===== config.mk =====
export PLATFORM = sky130hd
export DESIGN_NAME = rysy_lsu
export DESIGN_NICKNAME = d
export VERILOG_FILES = /design/src/rtl/rysy_lsu_pkg.sv /design/src/rtl/rysy_lsu_align.sv /design/src/rtl/rysy_lsu.sv
export SDC_FILE = /design/constraint.sdc
export NUM_CORES = 1
export LEC_CHECK = 0
export ABC_AREA = 1
export CAP_MARGIN = 20
export CORE_MARGIN = 2
export CORE_UTILIZATION = 40
export CTS_CLUSTER_SIZE = 28
export DETAILED_ROUTE_END_ITERATION = 6
export MAX_ROUTING_LAYER = met4
export PLACE_DENSITY_LB_ADDON = 0.3
export SYNTH_ARGS = -nofsm -noshare
export SYNTH_HDL_FRONTEND = slang
export SYNTH_SLANG_ARGS = --single-unit

===== constraint.sdc =====
create_clock -name clk -period 5.4 [get_ports clk]
set_input_delay 1.35 -clock clk [delete_from_list [all_inputs] [get_ports clk]]
set_output_delay 1.35 -clock clk [all_outputs]
set_load 0.005 [all_outputs]

===== src/rtl/rysy_lsu_pkg.sv =====
// Shared encodings for the rysy load/store unit.
package rysy_lsu_pkg;

   typedef enum logic [1:0] {
      SZ_B = 2'b00,
      SZ_H = 2'b01,
      SZ_W = 2'b10,
      SZ_D = 2'b11
   } size_e;

   typedef enum logic [1:0] {
      ST_IDLE = 2'b00,
      ST_ACC1 = 2'b01,
      ST_ACC2 = 2'b10,
      ST_DONE = 2'b11
   } state_e;

   // A dword on a 32-bit bus degrades to a word.
   function automatic logic [3:0] size_bytes(input logic [1:0] s,
                                             input int dw);
      logic [3:0] n;
      n = 4'd4;
      unique case (s)
         SZ_B: n = 4'd1;
         SZ_H: n = 4'd2;
         SZ_W: n = 4'd4;
         SZ_D: n = (dw == 64) ? 4'd8 : 4'd4;
         default: n = 4'd4;
      endcase
      return n;
   endfunction

endpackage


===== src/rtl/rysy_lsu_align.sv =====
// Byte-lane steering for both halves of an access and load extension.
module rysy_lsu_align
   import rysy_lsu_pkg::*;
#(
   parameter int DATA_W = 32
) (
   input  logic [1:0]                  i_size,
   input  logic [$clog2(DATA_W/8)-1:0] i_off,
   input  logic                        i_unsigned,
   input  logic [DATA_W-1:0]           i_wdata,
   input  logic [DATA_W-1:0]           i_rd_lo,
   input  logic [DATA_W-1:0]           i_rd_hi,
   output logic [DATA_W/8-1:0]         o_be1,
   output logic [DATA_W/8-1:0]         o_be2,
   output logic [DATA_W-1:0]           o_wd1,
   output logic [DATA_W-1:0]           o_wd2,
   output logic [DATA_W-1:0]           o_ld
);

   localparam int NB    = DATA_W / 8;
   localparam int IDX_W = $clog2(DATA_W);

   logic [3:0]          w_nb;
   logic [2*NB-1:0]     w_mask;
   logic [2*NB-1:0]     w_be;
   logic [2*DATA_W-1:0] w_wd;
   logic [2*DATA_W-1:0] w_raw_all;
   logic [DATA_W-1:0]   w_raw;
   logic [IDX_W-1:0]    w_msb;
   logic                w_sign;

   assign w_nb = size_bytes(i_size, DATA_W);

   always_comb begin
      w_mask = '0;
      for (int i = 0; i < NB; i++) begin
         w_mask[i] = (i < int'(w_nb));
      end
   end

   // Double-width shifts: low half feeds ACC1, high half spills into ACC2.
   assign w_be  = w_mask << i_off;
   assign o_be1 = w_be[NB-1:0];
   assign o_be2 = w_be[2*NB-1:NB];

   assign w_wd  = {{DATA_W{1'b0}}, i_wdata} << {i_off, 3'b000};
   assign o_wd1 = w_wd[DATA_W-1:0];
   assign o_wd2 = w_wd[2*DATA_W-1:DATA_W];

   assign w_raw_all = {i_rd_hi, i_rd_lo} >> {i_off, 3'b000};
   assign w_raw     = w_raw_all[DATA_W-1:0];

   assign w_msb  = IDX_W'(8 * int'(w_nb) - 1);
   assign w_sign = ~i_unsigned & w_raw[w_msb];

   always_comb begin
      o_ld = w_raw;
      for (int i = 0; i < DATA_W; i++) begin
         if (i > int'(w_msb)) o_ld[i] = w_sign;
      end
   end

endmodule


===== src/rtl/rysy_lsu.sv =====
// Load/store unit: request latch, bus handshake FSM and misalign split.
module rysy_lsu
   import rysy_lsu_pkg::*;
#(
   parameter int DATA_W           = 32,
   parameter int ADDR_W           = 32,
   parameter int SPLIT_MISALIGNED = 1
) (
   input  logic                clk,
   input  logic                rst,
   input  logic                req,
   input  logic                we_in,
   input  logic [1:0]          size,
   input  logic                unsigned_ld,
   input  logic [ADDR_W-1:0]   addr_in,
   input  logic [DATA_W-1:0]   wdata_in,
   output logic                busy,
   output logic                done,
   output logic [DATA_W-1:0]   rdata_out,
   output logic                misalign_err,
   output logic                bus_req,
   output logic                bus_we,
   output logic [ADDR_W-1:0]   bus_addr,
   output logic [DATA_W/8-1:0] bus_be,
   output logic [DATA_W-1:0]   bus_wdata,
   input  logic                bus_ack,
   input  logic [DATA_W-1:0]   bus_rdata
);

   localparam int NB    = DATA_W / 8;
   localparam int OFF_W = $clog2(NB);

   state_e              r_state;
   state_e              w_next;
   logic                r_we;
   logic                r_uns;
   logic                r_split;
   logic                r_mis;
   logic [1:0]          r_size;
   logic [ADDR_W-1:0]   r_addr;
   logic [DATA_W-1:0]   r_wdata;
   logic [DATA_W-1:0]   r_rd1;
   logic [DATA_W-1:0]   r_rdata;

   logic [4:0]          w_req_end;
   logic                w_cross;
   logic                w_fin;
   logic [ADDR_W-1:0]   w_base;
   logic [NB-1:0]       w_be1;
   logic [NB-1:0]       w_be2;
   logic [DATA_W-1:0]   w_wd1;
   logic [DATA_W-1:0]   w_wd2;
   logic [DATA_W-1:0]   w_ld;
   logic [DATA_W-1:0]   w_rd_lo;
   logic [DATA_W-1:0]   w_rd_hi;

   assign w_req_end = 5'(addr_in[OFF_W-1:0])
                    + 5'(size_bytes(size, DATA_W));
   assign w_cross   = w_req_end > 5'(NB);
   assign w_base    = {r_addr[ADDR_W-1:OFF_W], {OFF_W{1'b0}}};

   // Split loads join ACC1 bytes (low) with the live ACC2 word (high).
   assign w_rd_lo = r_split ? r_rd1 : bus_rdata;
   assign w_rd_hi = r_split ? bus_rdata : '0;
   assign w_fin   = bus_ack
                 && ((r_state == ST_ACC1 && !r_split)
                  || r_state == ST_ACC2);

   assign misalign_err = r_mis;
   assign rdata_out    = r_rdata;

   rysy_lsu_align #(
      .DATA_W (DATA_W)
   ) u_align (
      .i_size     (r_size),
      .i_off      (r_addr[OFF_W-1:0]),
      .i_unsigned (r_uns),
      .i_wdata    (r_wdata),
      .i_rd_lo    (w_rd_lo),
      .i_rd_hi    (w_rd_hi),
      .o_be1      (w_be1),
      .o_be2      (w_be2),
      .o_wd1      (w_wd1),
      .o_wd2      (w_wd2),
      .o_ld       (w_ld)
   );

   always_comb begin
      w_next    = r_state;
      busy      = (r_state != ST_IDLE);
      done      = 1'b0;
      bus_req   = 1'b0;
      bus_we    = 1'b0;
      bus_addr  = '0;
      bus_be    = '0;
      bus_wdata = '0;
      unique case (r_state)
         ST_IDLE: begin
            if (req && (!w_cross || SPLIT_MISALIGNED != 0))
               w_next = ST_ACC1;
         end
         ST_ACC1: begin
            bus_req   = 1'b1;
            bus_we    = r_we;
            bus_addr  = w_base;
            bus_be    = w_be1;
            bus_wdata = w_wd1;
            if (bus_ack)
               w_next = r_split ? ST_ACC2 : ST_DONE;
         end
         ST_ACC2: begin
            bus_req   = 1'b1;
            bus_we    = r_we;
            bus_addr  = w_base + ADDR_W'(NB);
            bus_be    = w_be2;
            bus_wdata = w_wd2;
            if (bus_ack) w_next = ST_DONE;
         end
         ST_DONE: begin
            done   = 1'b1;
            w_next = ST_IDLE;
         end
         default: w_next = ST_IDLE;
      endcase
   end

   always_ff @(posedge clk or posedge rst) begin
      if (rst) begin
         r_state <= ST_IDLE;
         r_we    <= 1'b0;
         r_uns   <= 1'b0;
         r_split <= 1'b0;
         r_mis   <= 1'b0;
         r_size  <= '0;
         r_addr  <= '0;
         r_wdata <= '0;
         r_rd1   <= '0;
         r_rdata <= '0;
      end else begin
         r_state <= w_next;
         r_mis   <= (r_state == ST_IDLE) && req && w_cross
                 && (SPLIT_MISALIGNED == 0);
         if (r_state == ST_IDLE && req) begin
            r_we    <= we_in;
            r_uns   <= unsigned_ld;
            r_size  <= size;
            r_addr  <= addr_in;
            r_wdata <= wdata_in;
            r_split <= w_cross;
         end
         if (r_state == ST_ACC1 && bus_ack) r_rd1 <= bus_rdata;
         if (w_fin && !r_we) r_rdata <= w_ld;
      end
   end

endmodule

* Yosys cells after proc, flatten, opt, wreduce, memory -nomap -nowiden
Index checks and enable logic that the tools add are counted.
Word-level totals: flip-flop bits (word level) 135, bits of input ports 104, output and inout port bits 105, word-level logic and storage cells 130
Cells by class: $add $sub $neg 3, magnitude comparators 37, equality and inequality tests 12, shift-type cells 3, mux-type cells 48, bitwise operators 2, reductions and logical operators 16
Operators by type and width (count):
- 32-bit case mux with 2 select lines | 2
- 5-bit greater-than comparator (first input constant) | 16
- 32-bit 2-to-1 mux | 2
- 32-bit by 5-bit << shifter with 64-bit output | 1
- 64-bit by 5-bit >> shifter with 32-bit output | 1
- 4-bit by 5-bit greater-than comparator with 1-bit output (first input constant) | 8
- 1-bit 2-to-1 mux | 36
- 32-bit by 3-bit adder with 32-bit output (second input constant) | 1
- 4-bit case mux with 3 select lines | 2
- 3-bit by 5-bit greater-than comparator with 1-bit output (first input constant) | 4
- 2-bit equality test (second input constant) | 6
- 2-bit by 5-bit greater-than comparator with 1-bit output (first input constant) | 2
- 1-bit by 4-bit less-than comparator with 1-bit output (first input constant) | 2
- 2-bit by 4-bit less-than comparator with 1-bit output (first input constant) | 2
- 2-bit case mux with 4 select lines | 1
- 4-bit case mux with 2 select lines | 1
- 4-bit by 2-bit << shifter with 8-bit output | 1
- 2-bit by 1-bit equality test with 1-bit output (second input constant) | 3
- 2-bit zero test | 3
- 5-bit by 6-bit less-than comparator with 1-bit output (second input constant) | 1
- 2-bit 2-to-1 mux | 3
- 2-bit inequality test (second input constant) | 3
- 2-bit OR reduction | 3
- 2-bit by 4-bit adder with 5-bit output | 1
- other kinds (11) | 16

* Depth between registers and ports, before layout
word-level depth 8, mapped depth 13, depth with buffers taken out 11

* Cells and area by module
Synthesis repeated with hierarchy kept, for this count alone.
Unflattened totals: cell total of the unflattened synthesis 1429, area total of the unflattened synthesis 9384.0 µm²
By module, submodules not included:
- rysy_lsu | times used 1, cells each 1040, area each 7447.1 µm², seq. area each 3378.2 µm²
- rysy_lsu_align | times used 1, cells each 389, area each 1936.9 µm², seq. area each 0.0 µm²

* Least setup slack after synthesis
Ideal clock, no wire load.
path kind reg-to-output, start point reg r_addr[2], end point out bus_addr[20], arrival 1590 ps, data required time 4050 ps, slack 2460 ps, cell stages (with the launch flop) 10, buffers on the path 0, cell sequence dfrtp_1 ha_1 nand2_1 nor2_1 nand3_1 nor2_1 nand2_1 nor2_1 a21oi_1 o21ai_0
Between the ends: cells in the longest elaborated chain, start to end 2
RTL lines:
- start, declared | RTL line rysy_lsu.sv:40 | logic [ADDR_W-1:0] r_addr;
- start signal, assigned | RTL line rysy_lsu.sv:147 | r_addr <= addr_in;
- 32-bit by 3-bit adder with 32-bit output | RTL line rysy_lsu.sv:114 | bus_addr = w_base + ADDR_W'(NB);
- 32-bit case mux with 2 select lines | RTL line rysy_lsu.sv:97 | unique case (r_state)
- end, declared | RTL line rysy_lsu.sv:23 | output logic [ADDR_W-1:0] bus_addr,
Every way passes these cells.

* Worst setup path after layout
start point reg r_addr[1], end point out bus_be[2]
Between the ends: cells in the longest elaborated chain, start to end 2
RTL lines:
- 4-bit by 2-bit << shifter with 8-bit output | RTL line rysy_lsu_align.sv:42 | assign w_be = w_mask << i_off;
- 4-bit case mux with 2 select lines | RTL line rysy_lsu.sv:97
- end, declared | RTL line rysy_lsu.sv:24 | output logic [DATA_W/8-1:0] bus_be,
Every way passes these cells.

==> reports/metrics.yaml <==
power:
  internal_power_mw: 3.69
  power_frac_seq_pct: 28.9
  pwr-share-clk_pct: 17.9
  power.density_mw_per_mm2: 602
  switching_share_pct: 46.2
  p_comb_share_pct: 53.2
  ir_drop_v: 0.000334
  p_leak_nw: 5.04
  netSwitchingPower_mw: 3.17
sta:
  worstMarginPinSlew_ns: 0.937
  fin_skew_ns: 0.0128
  setup_tns_ns: 0
  setup_violations: 0
  period_minus_slack_ns: 5.17
  relSlewSlack_pct: 37.5
  fin_hold_ws_ns: 0.485
  hold_violations: 0
  rsz0062_at_grt: "false"
  fin_crit_sh_pct: 95.7
  fmax_mhz: 193
  maxSlewViolCount: 0
clocking:
  postCtsSetupBuffers: 0
  cts.sink_count: 135
  clk_latency_ns: 0.43
  clkTransAtPathRegs_ns: 0.06
  cts_resized: 0
  cts_tree: "yes"
  numCtsBuffers: 17
  cts_hold_buf: 0
  htree_levels: 4
  cts_max_path_buffers: 2
  root_buffer: "clkbuf_16"
floorplanning:
  die_w_um: 151
  rows: 53
  fp.dieH_um: 151
  start_util_pct: 40.8
  dieArea_mm2: 0.0227
  io_pins: 209
  core-area_mm2: 0.0211
drt:
  viasPerCell: 5.40
  initialDrtViolationCount: 802
  ant_nets: 0
  num_vias: 9317
  dr.pass1.iters: 6
  drc: 0
  drt-total-wl_um: 30900
  wl_per_cell_um: 17.9
grt:
  grt_pass1_wl_um: 47200
  grt_util_all_layers_pct: 28.0
  antenna_found_initial: 2
  grt_pass1_vias: 8686
  overflow: 0
  grt_max_degree: 74
synthesis:
  synth_edf_count: 0
  synth_cell_types: 46
  ys.flop_type: "dfrtp_1"
  avgSynthCellArea_um2: 6.79
  yosysTopAreaCell: "dfrtp_1"
  yosys-top-cells-area: "dfrtp_1 (39%), nand2_1 (17%), o21ai_0 (9.5%), a21oi_1 (5.3%), inv_1 (5.2%)"
  yosysMostFrequentCell: "nand2_1"
  seq_area_frac_synth_pct: 39.3
  synth_common_cells: "nand2_1 (389), o21ai_0 (164), dfrtp_1 (135), inv_1 (119), nor2_1 (96)"
  ys_ff_latch: 135
  yosysWarningCount: 0
  synthArstFlopShare_pct: 100
  syn_area_mm2: 0.00860
  synth_cells: 1267
  yosys.area.top_type_share_pct: 39.3
cells_and_area:
  drive_gt1_share_pct: 5.94
  multi_input_area_mm2: 0.00442
  n_fill_cell: 2064
  area_growth_pct: 32.4
  seq_area_mm2: 0.00338
  fin_nets: 1548
critical_path:
  start_kind: "flop"
  r2r_end: "rdata_out[29]"
  cp.required_ns: 4.05
  critPathKind: "reg2out"
  crit_fanout: 25
  worst-r2r-setup-slack_ns: 2.11
  r2r_cells: 8
  critPathCaptureType: "output port"
  r2r-start: "r_addr[1]"
  worstPathArrival_ns: 3.82
min_path:
  min_to: "r_rd1[30]"
  min-delay-start: "r_rd1[30]"
  hold-path-cell-count: 2
  hold_class: "reg2reg"
job:
  max_cap_viol_count: 0
place:
  post-dp-hpwl_um: 22100
  port_buffers: 205
  routabilityCongestion: 0.915
run_status:
  status: "finished, final reports clean"
layout by cell type, fill, tap and decap left out, types with 4 or more instances in the layout:
master	n
nand2_1	389
clkdlybuf4s50_1	205
o21ai_0	164
dfrtp_1	134
inv_1	118
nor2_1	96
a21oi_1	91
nand3_1	69
clkbuf_16	17
or2_2	14
buf_4	14
a31oi_1	13
nand4_1	13
nor3_1	11
o22ai_1	10
mux2_2	8
a22oi_1	8
ha_1	7
o221ai_1	6
o211ai_1	6
clkinvlp_4	5
inv_2	4
cell type report:
type | count | area share [%]
Sequential cell | 135 | 29.7
Clock inverter | 14 | 1.55
Clock buffer | 18 | 3.77
Multi-Input combinational cell | 936 | 38.8
Timing Repair Buffer | 219 | 18.9
Antenna cell | 2 | 0.0439
Tap cell | 275 | 3.02
Inverter | 127 | 4.25
metal layers:
layer	wire (um)	up-vias	track usage, %
li1	-	4496	-
met4	1080	0	11.1
met2	13900	443	42.1
met1	13700	4319	37.6
met3	2210	59	4.70
met5	0	-	-
kinds of logic (layout without fill, tap and decap cells):
group	after synthesis	in the layout	share of synthesized area (%)
adder cells (fa/ha/maj)	8	8	1.25
multiplexers	8	8	1.05
XOR/XNOR	1	1	0.102
other	1	5	0.0436
AO/OA/AOI/OAI	312	312	19.7
AND/OR/NAND/NOR	604	604	29.1
flip-flops	135	135	39.3
buffers and inverters	198	378	9.48
how the worst max path moves through the flow:
stage,start,end,depth (start not counted)
final,r_addr[1],bus_be[2],5
after floorplan,rst,r_addr[0],1
after CTS,r_addr[1],bus_be[2],5
after global routing,r_addr[1],bus_be[2],5
after global placement,r_addr[1],bus_be[2],5
after detailed placement,r_addr[1],bus_be[2],5
metrics by stage:
stage,instance area (um^2),setup WS [ns],utilization [%],cells,total power [mW]
after floorplan,8610,0.439,-,1269,4.01
after global placement,10800,0.877,51.1,1692,5.54
after detailed placement,10800,0.820,51.1,1692,5.59
after CTS,11400,0.362,54.0,1724,6.84
after global routing,11400,0.178,54.0,1726,7.35
final,11400,0.230,54.0,1726,6.86
critical path, stage by stage (launching register included):
cell             delay (ns)
dfrtp_1                0.83
inv_2                  0.45
nor2_2                 0.69
inv_1                  0.35
o21ai_0                0.46
clkdlybuf4s50_1        0.61
power by group through the flow:
stage          Sequential (mW)  Clock [mW]  Combinational (mW)
2_1_floorplan             1.81           0                2.20
3_3_place_gp              1.97           0                3.57
3_5_place_dp              1.98           0                3.61
4_1_cts                   1.97        1.23                3.64
5_1_grt                   2.05        1.28                4.02
6_report                  1.98        1.23                3.65
state kept, by name, indices dropped and copies added (netlist names):
name and flops:
r_split 1, r_rd1 32, r_we 1, r_size 2
rdata_out 32, r_state 2, r_wdata 32, r_addr 32
r_uns 1
Power figures use the tool's default switching activity.
==> patch (config.mk and constraints unchanged) <==
`DATA_W` is set to 32 in 2 places; all go to 64.
--- a/src/rtl/rysy_lsu_align.sv
+++ b/src/rtl/rysy_lsu_align.sv
@@ -2,7 +2,7 @@
 module rysy_lsu_align
    import rysy_lsu_pkg::*;
 #(
-   parameter int DATA_W = 32
+   parameter int DATA_W = 64
 ) (
    input  logic [1:0]                  i_size,
    input  logic [$clog2(DATA_W/8)-1:0] i_off,
--- a/src/rtl/rysy_lsu.sv
+++ b/src/rtl/rysy_lsu.sv
@@ -2,7 +2,7 @@
 module rysy_lsu
    import rysy_lsu_pkg::*;
 #(
-   parameter int DATA_W           = 32,
+   parameter int DATA_W           = 64,
    parameter int ADDR_W           = 32,
    parameter int SPLIT_MISALIGNED = 1
 ) (
Interface: changed (5 resized); port bits go from 209 to 341. No check against the original RTL was run, so the function may have changed too.
==> patch against the original RTL <==
- first-iteration DRC count increased by 120%
- power increased by 110%
- synthesized area increased by 94%
- routed wire length increased to 2.5 times the old value
- setup slack got worse by 0.14 ns
- clock skew increased by 0.022 ns
- sequential cell count increased by 96
- design area increased by 86%
- critical path depth increased by 3
- cell count increased by 96%
- clock power increased by 68%
- critical path type unchanged
- largest cell class unchanged
- largest power group unchanged
==> patch: results (changes against the original RTL) <==
| Metric | Value |
|---|---|
| Vias per cell | `5.62 (+4.2%)` |
| WHS Endpoint | `rdata_out[5]$_DFFE_PP0P_` |
| IO buf count | `336 (+64%)` |
| Internal cell power | `6930 uW (+88%)` |
| Slew HR | `27.1% (-10 points)` |
| Layout cell share with drive strength beyond 1 | `5.82% (-0.12 points)` |
| Synth Area in XOR/XNOR | `0.158% (+0.056 points)` |
| Total wire length | `77.3 mm (+150%)` |
| Compound-cell area share of the yosys netlist | `22.2% (+2.4 points)` |
| Most frequent cells after synthesis | `nand2_1, o21ai_0, dfrtp_1` |
| Clock Latency Late Sink | `0.59 ns (+0.16 ns)` |
| R2R depth | `10 (+2)` |
| Detailed Place HPWL | `56.9 mm (+160%)` |
| H-Tree Depth | `1 (-3)` |
| Initial antenna violation count | `7 (+5)` |
| Clock skew | `0.0347 ns (+0.0219 ns)` |
| Status | `complete, no violations` |
| Worst hold path startpoint | `rdata_out[5]$_DFFE_PP0P_` |
| First-pass GRT wire length | `116 mm (+150%)` |
| Reg2reg end | `rdata_out[16]$_DFFE_PP0P_` |
| Vias in the first global route | `18556 (+110%)` |
| Synth unique cells | `49 (+6.5%)` |
| Post-Synth Adder-Cell Area | `0.721% (-0.53 points)` |
| Critical Path Fanout Max | `81 (+220%)` |
| Largest net degree at the start of global routing | `111 (+50%)` |
| CP max stage delay | `0.77 ns (-0.06 ns)` |
| GRT Overall Usage | `36.1% (+8.1 points)` |
| Placer Congestion | `1.00 (+9.4%)` |
| R2R Setup Slk | `1.53 ns (-0.58 ns)` |
==> patch: changes by cell type in the layout (fill, tap and decap cells not counted), moves of 41 or more <==
cell / delta
clkdlybuf4s50_1: +131
dfrtp_1: +93
inv_1: +94
nand2_1: +424
nand3_1: +41
nor2_1: +124
o21ai_0: +235
==> patch: through the flow <==
| step | power [uW] | instances | setup slack (ns) | utilization [%] | hold WS (ns) |
|---|---|---|---|---|---|
| 6_report | 14500 | 3375 | 0.0856 | 51.8 | 0.481 |
| 5_1_grt | 15500 | 3375 | 0.0511 | 51.8 | 0.504 |
| 4_1_cts | 14300 | 3367 | 0.0927 | 51.8 | 0.484 |
| 3_5_place_dp | 12200 | 3311 | 0.773 | 49.3 | 0.469 |
| 3_3_place_gp | 12200 | 3311 | 0.759 | 49.3 | 0.463 |
| 2_1_floorplan | 8470 | 2590 | 1.03 | - | 0.448 |
==> patch: layout make-up <==
cell class                 count  area (um2)
antenna                        7        17.5
clock buffer                  43         860
clock inverter                13         161
fill                        4119       19700
inverter                     224         851
multi-input combinational   1950        9200
sequential                   231        5790
tap                          532         666
timing repair buffer         375        3670
==> patch: routing by layer <==
layer  track usage (%)  vias up  wire length [um]
met5                 -        -                 0
met4              21.3        0              5400
met3              5.42      188              5290
met2              56.0      919             34900
met1              44.6     8977             31800
li1                  -     8900                 -
==> patch: power groups by stage <==
stage,logic (uW),registers [uW],clock network (uW)
finish,8950,3450,2070
global route,9770,3550,2170
CTS,8800,3440,2100
detailed placement,8740,3450,0
global placement,8740,3430,0
floorplan,5430,3040,0
==> patch: tightest hold or removal path: cells and delay by family (launching register included) <==
family | cells | cell delay [ns]
flip-flops | 1 | 0.34
AO/OA/AOI/OAI | 1 | 0.06
AND/OR/NAND/NOR | 1 | 0.05
